===== config.mk =====
export PLATFORM = sky130hd
export DESIGN_NAME = counter_apb_arbiter_flat
export DESIGN_NICKNAME = d
export VERILOG_FILES = /design/src/rtl/counter_apb_arbiter_if.sv /design/src/rtl/counter_apb_arbiter.sv /design/src/flat_wrapper.sv
export SDC_FILE = /design/constraint.sdc
export NUM_CORES = 1
export LEC_CHECK = 0
export BUFFER_PORTS_ARGS = -buffer_cell sky130_fd_sc_hd__buf_4
export CAP_MARGIN = 10
export CORE_MARGIN = 4
export CORE_UTILIZATION = 42
export DETAILED_ROUTE_END_ITERATION = 10
export GPL_TIMING_DRIVEN = 0
export PLACE_DENSITY = 0.76
export SLEW_MARGIN = 20
export SYNTH_ARGS = -nofsm -noshare
export SYNTH_HDL_FRONTEND = slang
export SYNTH_SLANG_ARGS = --single-unit

===== constraint.sdc =====
create_clock -name PCLK -period 1.8 [get_ports PCLK]
set_clock_uncertainty 0.15 [all_clocks]
set_input_delay 0.18 -clock PCLK [delete_from_list [all_inputs] [get_ports PCLK]]
set_output_delay 0.18 -clock PCLK [all_outputs]
set_load 0.005 [all_outputs]

===== src/rtl/counter_apb_arbiter_if.sv =====
// Requester command/response port and APB bus bundles used by counter_apb_arbiter.
// Modports: master drives the request side, slave answers it.

interface counter_apb_req_if;
    logic        valid;
    logic        ready;
    logic        write;
    logic [31:0] addr;
    logic [31:0] wdata;
    logic        rsp_valid;
    logic        rsp_err;
    logic [31:0] rsp_rdata;

    modport master (output valid, write, addr, wdata,
                    input  ready, rsp_valid, rsp_err, rsp_rdata);
    modport slave  (input  valid, write, addr, wdata,
                    output ready, rsp_valid, rsp_err, rsp_rdata);
endinterface

interface counter_apb_bus_if;
    logic [31:0] paddr;
    logic        psel;
    logic        penable;
    logic        pwrite;
    logic [31:0] pwdata;
    logic [31:0] prdata;
    logic        pready;

    modport master (output paddr, psel, penable, pwrite, pwdata,
                    input  prdata, pready);
    modport slave  (input  paddr, psel, penable, pwrite, pwdata,
                    output prdata, pready);
endinterface


===== src/rtl/counter_apb_arbiter.sv =====
// Round-robin APB master sharing the counter register block between two requesters.
// state  | meaning
// IDLE   | APB idle, one requester may be accepted this cycle
// SETUP  | PSEL=1, PENABLE=0 for the latched command
// ACCESS | PSEL=1, PENABLE=1, waiting for PREADY or timeout

module counter_apb_arbiter #(
    parameter int unsigned TIMEOUT = 16
) (
    input  logic              PCLK,
    input  logic              PRESETn,
    counter_apb_req_if.slave  req0,
    counter_apb_req_if.slave  req1,
    counter_apb_bus_if.master apb
);

    localparam int unsigned CW = (TIMEOUT < 2) ? 1 : $clog2(TIMEOUT + 1);
    localparam int unsigned TC = (TIMEOUT == 0) ? 0 : TIMEOUT - 1;

    typedef enum logic [1:0] {
        S_IDLE   = 2'd0,
        S_SETUP  = 2'd1,
        S_ACCESS = 2'd2
    } state_t;

    state_t          r_state;
    state_t          w_state_nxt;
    logic            r_last_grant;
    logic            r_owner;
    logic            r_write;
    logic [31:0]     r_addr;
    logic [31:0]     r_wdata;
    logic [CW-1:0]   r_wait_cnt;
    logic [1:0]      r_rsp_valid;
    logic [1:0]      r_rsp_err;
    logic [1:0][31:0] r_rsp_rdata;

    logic w_any_valid;
    logic w_grant;
    logic w_accept;
    logic w_done;
    logic w_tmo;
    logic w_exit;

    // On a tie the requester that did not win last time is chosen.
    assign w_any_valid = req0.valid | req1.valid;
    assign w_grant     = (req0.valid & req1.valid) ? ~r_last_grant : req1.valid;
    assign w_accept    = (r_state == S_IDLE) & w_any_valid;
    assign w_done      = (r_state == S_ACCESS) & apb.pready;
    assign w_tmo       = (TIMEOUT != 0) && (r_state == S_ACCESS) && !apb.pready &&
                         (r_wait_cnt == CW'(TC));
    assign w_exit      = w_done | w_tmo;

    always_ff @(posedge PCLK or negedge PRESETn) begin
        if (!PRESETn) begin
            r_state <= S_IDLE;
        end else begin
            r_state <= w_state_nxt;
        end
    end

    always_comb begin
        w_state_nxt = r_state;
        case (r_state)
            S_IDLE:   if (w_accept) w_state_nxt = S_SETUP;
            S_SETUP:  w_state_nxt = S_ACCESS;
            S_ACCESS: if (w_exit) w_state_nxt = S_IDLE;
            default:  w_state_nxt = S_IDLE;
        endcase
    end

    always_comb begin
        req0.ready  = 1'b0;
        req1.ready  = 1'b0;
        apb.psel    = 1'b0;
        apb.penable = 1'b0;
        apb.paddr   = '0;
        apb.pwrite  = 1'b0;
        apb.pwdata  = '0;
        case (r_state)
            S_IDLE: begin
                req0.ready = req0.valid & ~w_grant;
                req1.ready = req1.valid &  w_grant;
            end
            S_SETUP: begin
                apb.psel   = 1'b1;
                apb.paddr  = r_addr;
                apb.pwrite = r_write;
                apb.pwdata = r_wdata;
            end
            S_ACCESS: begin
                apb.psel    = 1'b1;
                apb.penable = 1'b1;
                apb.paddr   = r_addr;
                apb.pwrite  = r_write;
                apb.pwdata  = r_wdata;
            end
            default: ;
        endcase
        req0.rsp_valid = r_rsp_valid[0];
        req0.rsp_err   = r_rsp_err[0];
        req0.rsp_rdata = r_rsp_rdata[0];
        req1.rsp_valid = r_rsp_valid[1];
        req1.rsp_err   = r_rsp_err[1];
        req1.rsp_rdata = r_rsp_rdata[1];
    end

    always_ff @(posedge PCLK or negedge PRESETn) begin
        if (!PRESETn) begin
            r_last_grant <= 1'b1;
            r_owner      <= 1'b0;
            r_write      <= 1'b0;
            r_addr       <= '0;
            r_wdata      <= '0;
            r_wait_cnt   <= '0;
            r_rsp_valid  <= '0;
            r_rsp_err    <= '0;
            r_rsp_rdata  <= '0;
        end else begin
            if (w_accept) begin
                r_owner      <= w_grant;
                r_last_grant <= w_grant;
                r_write      <= w_grant ? req1.write : req0.write;
                r_addr       <= w_grant ? req1.addr  : req0.addr;
                r_wdata      <= w_grant ? req1.wdata : req0.wdata;
            end

            if (r_state == S_ACCESS) begin
                if (!apb.pready) r_wait_cnt <= w_tmo ? '0 : r_wait_cnt + CW'(1);
            end else begin
                r_wait_cnt <= '0;
            end

            // Pulses clear every cycle; err/rdata keep their last response value.
            r_rsp_valid <= '0;
            if (w_exit) begin
                r_rsp_valid[r_owner] <= 1'b1;
                r_rsp_err[r_owner]   <= w_tmo;
                r_rsp_rdata[r_owner] <= (w_done & ~r_write) ? apb.prdata : 32'h0;
            end
        end
    end

endmodule

===== src/flat_wrapper.sv =====
// flat-port wrapper written by rule: the top's interface ports become plain ports
module counter_apb_arbiter_flat 
#(
    parameter int unsigned TIMEOUT = 16
)
  (PCLK, PRESETn, req0_valid, req0_write, req0_addr, req0_wdata, req0_ready, req0_rsp_valid, req0_rsp_err, req0_rsp_rdata, req1_valid, req1_write, req1_addr, req1_wdata, req1_ready, req1_rsp_valid, req1_rsp_err, req1_rsp_rdata, apb_paddr, apb_psel, apb_penable, apb_pwrite, apb_pwdata, apb_prdata, apb_pready);
  counter_apb_req_if req0_i ();
  counter_apb_req_if req1_i ();
  counter_apb_bus_if apb_i ();
  input  logic PCLK;
  input  logic PRESETn;
  input wire logic [$bits(req0_i.valid)-1:0] req0_valid;
  input wire logic [$bits(req0_i.write)-1:0] req0_write;
  input wire logic [$bits(req0_i.addr)-1:0] req0_addr;
  input wire logic [$bits(req0_i.wdata)-1:0] req0_wdata;
  output wire logic [$bits(req0_i.ready)-1:0] req0_ready;
  output wire logic [$bits(req0_i.rsp_valid)-1:0] req0_rsp_valid;
  output wire logic [$bits(req0_i.rsp_err)-1:0] req0_rsp_err;
  output wire logic [$bits(req0_i.rsp_rdata)-1:0] req0_rsp_rdata;
  input wire logic [$bits(req1_i.valid)-1:0] req1_valid;
  input wire logic [$bits(req1_i.write)-1:0] req1_write;
  input wire logic [$bits(req1_i.addr)-1:0] req1_addr;
  input wire logic [$bits(req1_i.wdata)-1:0] req1_wdata;
  output wire logic [$bits(req1_i.ready)-1:0] req1_ready;
  output wire logic [$bits(req1_i.rsp_valid)-1:0] req1_rsp_valid;
  output wire logic [$bits(req1_i.rsp_err)-1:0] req1_rsp_err;
  output wire logic [$bits(req1_i.rsp_rdata)-1:0] req1_rsp_rdata;
  output wire logic [$bits(apb_i.paddr)-1:0] apb_paddr;
  output wire logic [$bits(apb_i.psel)-1:0] apb_psel;
  output wire logic [$bits(apb_i.penable)-1:0] apb_penable;
  output wire logic [$bits(apb_i.pwrite)-1:0] apb_pwrite;
  output wire logic [$bits(apb_i.pwdata)-1:0] apb_pwdata;
  input wire logic [$bits(apb_i.prdata)-1:0] apb_prdata;
  input wire logic [$bits(apb_i.pready)-1:0] apb_pready;
  assign req0_i.valid = req0_valid;
  assign req0_i.write = req0_write;
  assign req0_i.addr = req0_addr;
  assign req0_i.wdata = req0_wdata;
  assign req0_ready = req0_i.ready;
  assign req0_rsp_valid = req0_i.rsp_valid;
  assign req0_rsp_err = req0_i.rsp_err;
  assign req0_rsp_rdata = req0_i.rsp_rdata;
  assign req1_i.valid = req1_valid;
  assign req1_i.write = req1_write;
  assign req1_i.addr = req1_addr;
  assign req1_i.wdata = req1_wdata;
  assign req1_ready = req1_i.ready;
  assign req1_rsp_valid = req1_i.rsp_valid;
  assign req1_rsp_err = req1_i.rsp_err;
  assign req1_rsp_rdata = req1_i.rsp_rdata;
  assign apb_paddr = apb_i.paddr;
  assign apb_psel = apb_i.psel;
  assign apb_penable = apb_i.penable;
  assign apb_pwrite = apb_i.pwrite;
  assign apb_pwdata = apb_i.pwdata;
  assign apb_i.prdata = apb_prdata;
  assign apb_i.pready = apb_pready;
  counter_apb_arbiter #(.TIMEOUT(TIMEOUT)) u_core (.PCLK(PCLK), .PRESETn(PRESETn), .req0(req0_i), .req1(req1_i), .apb(apb_i));
endmodule

; After elaboration in Yosys (flattened, before gate mapping)
; Index checks and enable logic that the tools add are counted.
[word_totals]
out_inout_bits = 137
wordCells = 63
reg_bits = 142
inputBits = 167
[op_classes]
bitwise = 11
muxes = 25
magnitude_cmp = 2
eq_ne = 6
addsub = 1
n_reduce_logical = 7
[ops]
columns = operator, count
row1 = 2-to-1 mux 32 bit, 6
row2 = bitwise mux 64 bit, 1
row3 = demux 32 bit (select 1 bit), 1
row4 = 2-to-1 mux 5 bit, 3
row5 = 2-to-1 mux 1 bit, 8
row6 = bitwise AND 1 bit, 6
row7 = 2-to-1 mux 2 bit, 3
row8 = one-hot mux 2 bit (3 select lines), 1
row9 = adder 5 x 1 -> 5 bit (second input constant), 1
row10 = == test 5 x 4 -> 1 bit (second input constant), 1
row11 = != test 2 x 1 -> 1 bit (second input constant), 2
row12 = logical AND 1 bit, 3
row13 = NOT 1 bit, 3
row14 = bitwise mux 2 bit, 1
row15 = == test 2 x 1 -> 1 bit (second input constant), 1
row16 = == test 2 bit (second input constant), 1
row17 = logical NOT 2 bit, 1
row18 = less-than comparator 1 x 2 -> 1 bit (second input constant), 1
row19 = != test 2 bit (second input constant), 1
row20 = OR 1 bit, 2
row21 = AND reduction 2 bit, 1
row22 = OR reduction 2 bit, 1
row23 = demux 1 bit (select 1 bit), 1
row24 = >= comparator 1 bit (second input constant), 1
row25 = logical NOT 1 bit, 1

; Logic depth before layout (Yosys ltp)
; Gate-level depths: netlist of run 1.
[logic_depth]
word_depth = 6
depth_mapped = 7
mapped_depth_nobuf = 5

; Worst setup path before layout of run 1
; Ideal clock, no wire load.
[synth_path]
path_kind = reg-to-reg
start = register u_core.r_state[0]
end = register u_core.r_state[0]
stages_incl_launch_ff = 7
synth_period_minus_slack_ns = 1.803
setup_time_ns = 0.125
path_slack_ns = -0.003
t_required_ns = 1.525
n_path_buf = 1
arrival_time_ns = 1.528
path_cell_list = dfrtp_1 -> inv_1 -> ha_1 -> buf_2 -> nor2b_1 -> a22oi_1 -> mux2_2
[synth_via]
elab_chain_cells = 6
word_cells_on_any_way = 12
cone_classes = eq/ne: 4 / mux: 1 / bitwise: 3 / reduce/logical: 4
[synth_lines]
columns = element, line_no
row1 = start: declaration, counter_apb_arbiter.sv:26  ; state_t r_state;
row2 = start signal: assignment, counter_apb_arbiter.sv:58  ; r_state <= w_state_nxt;
row3 = == test 2 bit, "counter_apb_arbiter.sv:49, counter_apb_arbiter.sv:50, counter_apb_arbiter.sv:64"
row4 = logical AND 1 bit (2 in a row), counter_apb_arbiter.sv:50  ; assign w_tmo = (TIMEOUT != 0) && (r_state == S_ACCESS) && !apb.pready &&
row5 = OR 1 bit, counter_apb_arbiter.sv:52  ; assign w_exit = w_done | w_tmo;
row6 = != test 2 x 1 -> 1 bit (no source line), --
row7 = AND reduction 2 bit (no source line), --
; Parallel ways exist; a longest one is shown, timed or not.
; A chain may end at the register's enable or synchronous reset.

; Final worst setup path of run 1
[layout_path]
start = register u_core.r_state[0]
end = output apb_pwdata[18]
[layout_via]
elab_chain_cells = 3
word_cells_on_any_way = 4
cone_classes = eq/ne: 2 / mux: 1 / reduce/logical: 1
[layout_lines]
columns = element, line_no
row1 = == test 2 x 1 -> 1 bit or == test 2 bit (tied branches), counter_apb_arbiter.sv:80  ; case (r_state)
row2 = OR reduction 2 bit (no source line) *, --
row3 = 2-to-1 mux 32 bit *, counter_apb_arbiter.sv:80
row4 = end: declaration, flat_wrapper.sv:32  ; output wire logic [$bits(apb_i.pwdata)-1:0] apb_pwdata;
; Every way passes the cells marked *; elsewhere a longest branch is shown, timed or not.

==> results of run 1 <==
[cells in the mapped netlist (all sizes together) (3+ instances only)]
master / number / area, µm²
mux2i: 66 / 661
nor3b: 3 / 32.5
dfrtp: 141 / 3530
and2: 67 / 419
nand2: 68 / 255
buf: 27 / 166
inv: 5 / 18.8
a32o: 64 / 641
ha: 5 / 62.6
clkbuf: 22 / 82.6
o21ai: 67 / 335
[flip-flops by register name (all words and copies together) (netlist names)]
| register | cells |
|---|---|
| u_core.r_wait_cnt | 5 |
| u_core.req1.rsp_rdata | 32 |
| u_core.r_rsp_err | 2 |
| u_core.r_wdata | 32 |
| u_core.r_write | 1 |
| u_core.r_owner | 1 |
| u_core.r_rsp_valid | 2 |
| u_core.r_last_grant | 1 |
| u_core.req0.rsp_rdata | 32 |
| u_core.r_addr | 32 |
| u_core.r_state | 2 |
[power by group through the flow]
stage	Sequential, mW	Combinational (mW)	Clock (mW)
4_1_cts	5.47	10.0	3.57
3_3_place_gp	5.41	7.25	0
6_report	5.74	11.3	3.60
2_1_floorplan	5.36	3.44	0
3_5_place_dp	5.48	7.34	0
5_1_grt	5.82	11.9	3.74
[worst max path at each step]
stage	startpoint	endpoint	slack, ns	depth (start not counted)
after floorplan	u_core.r_state[0]	u_core.r_state[0]	0.009	6
after global placement	u_core.r_state[0]	apb_paddr[18]	-0.34	6
after global routing	u_core.r_state[0]	apb_paddr[5]	-0.29	6
final	u_core.r_state[0]	apb_pwdata[18]	-0.25	6
after CTS	u_core.r_state[1]	apb_paddr[18]	-0.23	6
after detailed placement	u_core.r_state[0]	apb_paddr[31]	-0.32	6
[routing by layer]
| metal | global-route usage | routed length, µm | vias up |
|---|---|---|---|
| li1 | - | - | 3091 |
| met1 | 0.361 | 10800 | 3630 |
| met2 | 0.566 | 15400 | 568 |
| met3 | 0.118 | 2920 | 169 |
| met4 | 0.193 | 2090 | 0 |
| met5 | 0 | 0 | - |
[layout make-up]
type | instances | area [µm²]
well taps | 184 | 230
clock buffers | 20 | 457
inverters | 5 | 18.8
clock inverters | 12 | 134
fillers | 734 | 2430
plain buffers | 48 | 493
flip-flops and latches | 142 | 3550
multi-input cells | 367 | 2900
diodes | 3 | 7.51
repair buffers | 503 | 4530
[what timing repair did]
item	4_1_cts	5_1_grt
pin swaps	52	7
endpoints found under the hold margin	201	0
gates cloned	9	6
hold buffers	166	0
endpoints found under the setup margin	199	191
resized for setup	168	99
setup buffers	11	11
[stage by stage]
| stage | cells | utilization | hold WS [ns] |
|---|---|---|---|
| after global routing | 1284 | 0.835 | 0.219 |
| final | 1284 | 0.835 | 0.171 |
| after CTS | 1267 | 0.811 | 0.164 |
| after floorplan | 562 | - | -0.266 |
| after global placement | 1048 | 0.605 | 0.228 |
| after detailed placement | 1049 | 0.608 | 0.0330 |
[cell families after synthesis]
| group | Yosys count |
|---|---|
| xor+xnor | 1 |
| compound gates | 142 |
| buf+inv | 54 |
| simple gates | 150 |
| mux | 68 |
| fa+ha+maj | 5 |
| flops | 142 |
[critical path, stage by stage, from the launching register on]
cell	delay, ns
dfrtp_1	0.39
inv_2	0.09
ha_4	0.23
clkbuf_16	0.18
clkbuf_16	0.16
and2_4	0.14
buf_6	0.12
==> flow_summary.yaml, run 1 <==
outcome:
  status: "complete, but fails checks"
  violations: "setup timing"
logic_synthesis:
  synth_nets: 734
  synthAdderAreaFrac: 0.00973
  avgSynthCellArea_um2: 11.4
  synth-compound-area-share: 0.166
  netlist_area_mm2: 0.00643
  muxShareOfSynthArea: 0.106
  synth_cells: 562
  synth.distinct_cells: 34
  synth_top_family_by_area: "compound AO/OA/AOI/OAI gates"
  synth-main-ff-cell: "dfrtp_1"
  synthSimpleGateAreaFrac: 0.122
  synth_edf_count: 0
  seq_area_frac_synth: 0.553
  synth-xor-area-share: 0.00136
  yosysWarnings: 0
  synth_seq_cells: 142
  synth_async_sr_flop_share: 1.00
routing:
  drt_wl_total_um: 31200
  num_vias: 7458
  drc: 0
  drtIter0Drc: 576
  antenna_left: 0
  drt-wirelength-per-cell_um: 24.3
  avgViaCountPerCell: 5.81
  first_pass_iters: 5
floorplan:
  initial_core_util: 0.436
  fp.dieW_um: 132
  die_height_um: 132
  dieArea_mm2: 0.0174
  num_io_pins: 304
  core_mm2: 0.0148
  row_count: 44
timing:
  report.final.setup_viol: 95
  setup_tns_ns: -14.23
  worst_pin_slew_ns: 0.567
  fmax_mhz: 489
  hold_violations: 0
  slew-limit-headroom: 0.622
  fin_crit_ns: 2.05
  min_period_over_period: 1.14
  rsz0062_at_grt: "yes"
  maxSlewViolCount: 0
  setup_ws_ns: -0.247
layout:
  final_cell_area_mm2: 0.0123
  area_growth_pct: 91.6
  fin_nets: 1256
  drive_above_1_share: 0.453
  final_cell_mix: "266 x buf_4, 166 x dlygate4sd3_1, 141 x dfrtp_1"
  final_common_cell: "buf_4"
power:
  power_frac_comb: 0.548
  power-per-cell-area_mw_per_mm2: 1680
  swShare: 0.363
  seq_power_share: 0.278
  p_int_mw: 13.2
  p_switching_mw: 7.49
  irDropWorstVdd_v: 0.000938
  leakage_nw: 6.00
  pwr-share-clk: 0.174
  power_mw: 20.6
cts:
  clk_path_buf_depth: 2
  cts_tree: "built"
  cts_buffers: 17
  h-tree-depth: 4
  cts_sinks: 142
  clk_latency_ns: 0.42
  clk_pin_slew_ns: 0.06
  clockRootBuffer: "clkbuf_16"
placed_design:
  post-dp-hpwl_um: 15800
  pre_cts_ws_ns: -0.324
  finalWeightedCongestion: 0.801
  portBuffers: 302
  dpl_cell_area_mm2: 0.00896
setup_path:
  required_ns: 1.47
  ff2ff_path_depth: 8
  cp.arrival_ns: 1.72
  crit_path_start_kind: "register"
  criticalPathCategory: "reg2out"
  r2r-start: "u_core.r_state[0]"
  r2r_slack_ns: -0.10
  r2r_end: "u_core.r_state[0]"
  cp-end-kind: "output port"
  path_max_fanout: 6
grt:
  grt_pass1_wl_um: 45200
  grt_pass1_vias: 7910
  antenna_found_initial: 3
  grt_max_degree: 74
  grt_usage: 0.333
  overflow: 0
flow_run:
  max_cap_violations: 0
min_path:
  holdCritPathClass: "in2async"
(Power assumes the default switching activity.)
==> inputs of run 2 (changes only) <==
- TNS_END_PERCENT: default -> 20
==> run 2 against run 1 <==
Effect of this change:
- the run still ends with setup timing left
- global-route usage decreased by 0.58 points
- clock-buffer cell count unchanged
- non-clock buffer count decreased by 21
- via count decreased by 2.9%
- sequential cell count unchanged
- combinational power decreased by 5%
- setup slack got worse by 0.011 ns
- final area decreased by 2.8%
- first-iteration DRC count unchanged
- critical path type unchanged
- critical endpoint is now apb_pwdata[11]
- largest power group unchanged
==> flow_summary.yaml, run 2 (synthesized netlist as in run 1, its figures left out) <==
grt:
  grt_pass1_vias: 7747
  grt_max_degree: 74
  grt_usage: 0.327
  grt_pass1_wl_um: 44600
  overflow: 0
  antenna_found_initial: 3
timing:
  fin_crit_ns: 2.06
  hold_violations: 0
  rsz0062_at_grt: "yes"
  report.final.setup_viol: 71
  min_period_over_period: 1.14
  worst_pin_slew_ns: 0.561
  fmax_mhz: 486
  slew-limit-headroom: 0.626
  setup_ws_ns: -0.258
  setup_tns_ns: -12.88
  maxSlewViolCount: 0
  hold_ws_ns: 0.155
routing:
  drt_wl_total_um: 29000
  drtIter0Drc: 576
  first_pass_iters: 5
  num_vias: 7244
  avgViaCountPerCell: 5.74
  antenna_left: 0
  drt-wirelength-per-cell_um: 22.9
  drc: 0
layout:
  area_growth_pct: 86.2
  drive_above_1_share: 0.435
  stdcell_count: 1263
  final_cell_area_mm2: 0.0120
  final_cell_mix: "257 x buf_4, 166 x dlygate4sd3_1, 141 x dfrtp_1"
  final_common_cell: "buf_4"
  final_util: 0.812
  fin_nets: 1234
setup_path:
  required_ns: 1.47
  crit_buf_inv: 4
  crit_family: "buffers and inverters"
  cp-end-kind: "output port"
  cpPeakStageDelay_ns: 0.36
  ff2ff_path_depth: 7
  crit_path_start_kind: "register"
  crit_chain: "inv_2, ha_4, clkbuf_16, clkbuf_8, and2_4, buf_6"
  cp.arrival_ns: 1.73
  crit_cells: 6
  slowest_stage: "dfrtp_1"
  criticalPathCategory: "reg2out"
  path_max_fanout: 6
placed_design:
  pre_cts_ws_ns: -0.324
  post-dp-hpwl_um: 15800
  dpl_cell_area_mm2: 0.00896
  dp.cells: 1049
  finalWeightedCongestion: 0.801
  portBuffers: 302
floorplan:
  row_count: 44
  initial_core_util: 0.436
  dieArea_mm2: 0.0174
  num_io_pins: 304
  fp.dieW_um: 132
  die_height_um: 132
  core_mm2: 0.0148
power:
  seq_power_share: 0.285
  swShare: 0.358
  p_switching_mw: 7.14
  pwr-share-clk: 0.178
  power_frac_comb: 0.537
  power_mw: 19.9
  p_int_mw: 12.8
  power-per-cell-area_mw_per_mm2: 1670
  irDropWorstVdd_v: 0.00105
  leakage_nw: 5.82
cts:
  cts_buffers: 17
  cts_sinks: 142
  clk_pin_slew_ns: 0.06
  h-tree-depth: 4
  cts_tree: "built"
  clockRootBuffer: "clkbuf_16"
  clk_path_buf_depth: 2
  clk_latency_ns: 0.41
min_path:
  holdCritPathClass: "in2async"
outcome:
  status: "complete, but fails checks"
  violations: "setup timing"
flow_run:
  max_cap_violations: 0
[run 2: power groups by stage]
stage	Sequential [mW]	Clock (mW)	Combinational, mW
after detailed placement	5.48	0	7.34
after global routing	5.76	3.73	11.3
final	5.68	3.56	10.7
after CTS	5.47	3.57	9.88
after global placement	5.41	0	7.25
after floorplan	5.36	0	3.44
[run 2: final cells by class]
class	instances	area, µm²
fill	758	2780
antenna	4	10.0
timing repair buffer	481	4310
sequential	142	3550
clock buffer	20	457
multi-input combinational	366	2840
buffer	49	424
inverter	5	18.8
clock inverter	12	134
tap	184	230
[run 2: worst paths after layout]
check                      slack (ns)         startpoint                   endpoint
setup / recovery                -0.26  u_core.r_state[1]             apb_pwdata[11]
hold / removal                   0.16            PRESETn  u_core.req0.rsp_rdata[10]
setup reg to reg                -0.09  u_core.r_state[0]          u_core.r_state[1]
hold reg to reg                  0.33  u_core.r_addr[11]          u_core.r_addr[11]
max in group asynchronous        0.59            PRESETn         u_core.r_wdata[27]
min in group PCLK                0.23         req1_valid          u_core.r_state[0]
[run 2: metal layers]
layer	wire length [µm]	vias to the layer above	GRT usage
met5	0	-	0
met2	14500	495	0.568
met3	2760	116	0.114
li1	-	3045	-
met1	10200	3588	0.352
met4	1510	0	0.174
[run 2: what timing repair did]
item,4_1_cts,5_1_grt
pin swaps,52,4
buffers inserted,5,0
endpoints found under the setup margin,199,205
gates resized for setup,160,41
endpoints found under the hold margin,201,0
cloned,7,0
hold buffers,166,0
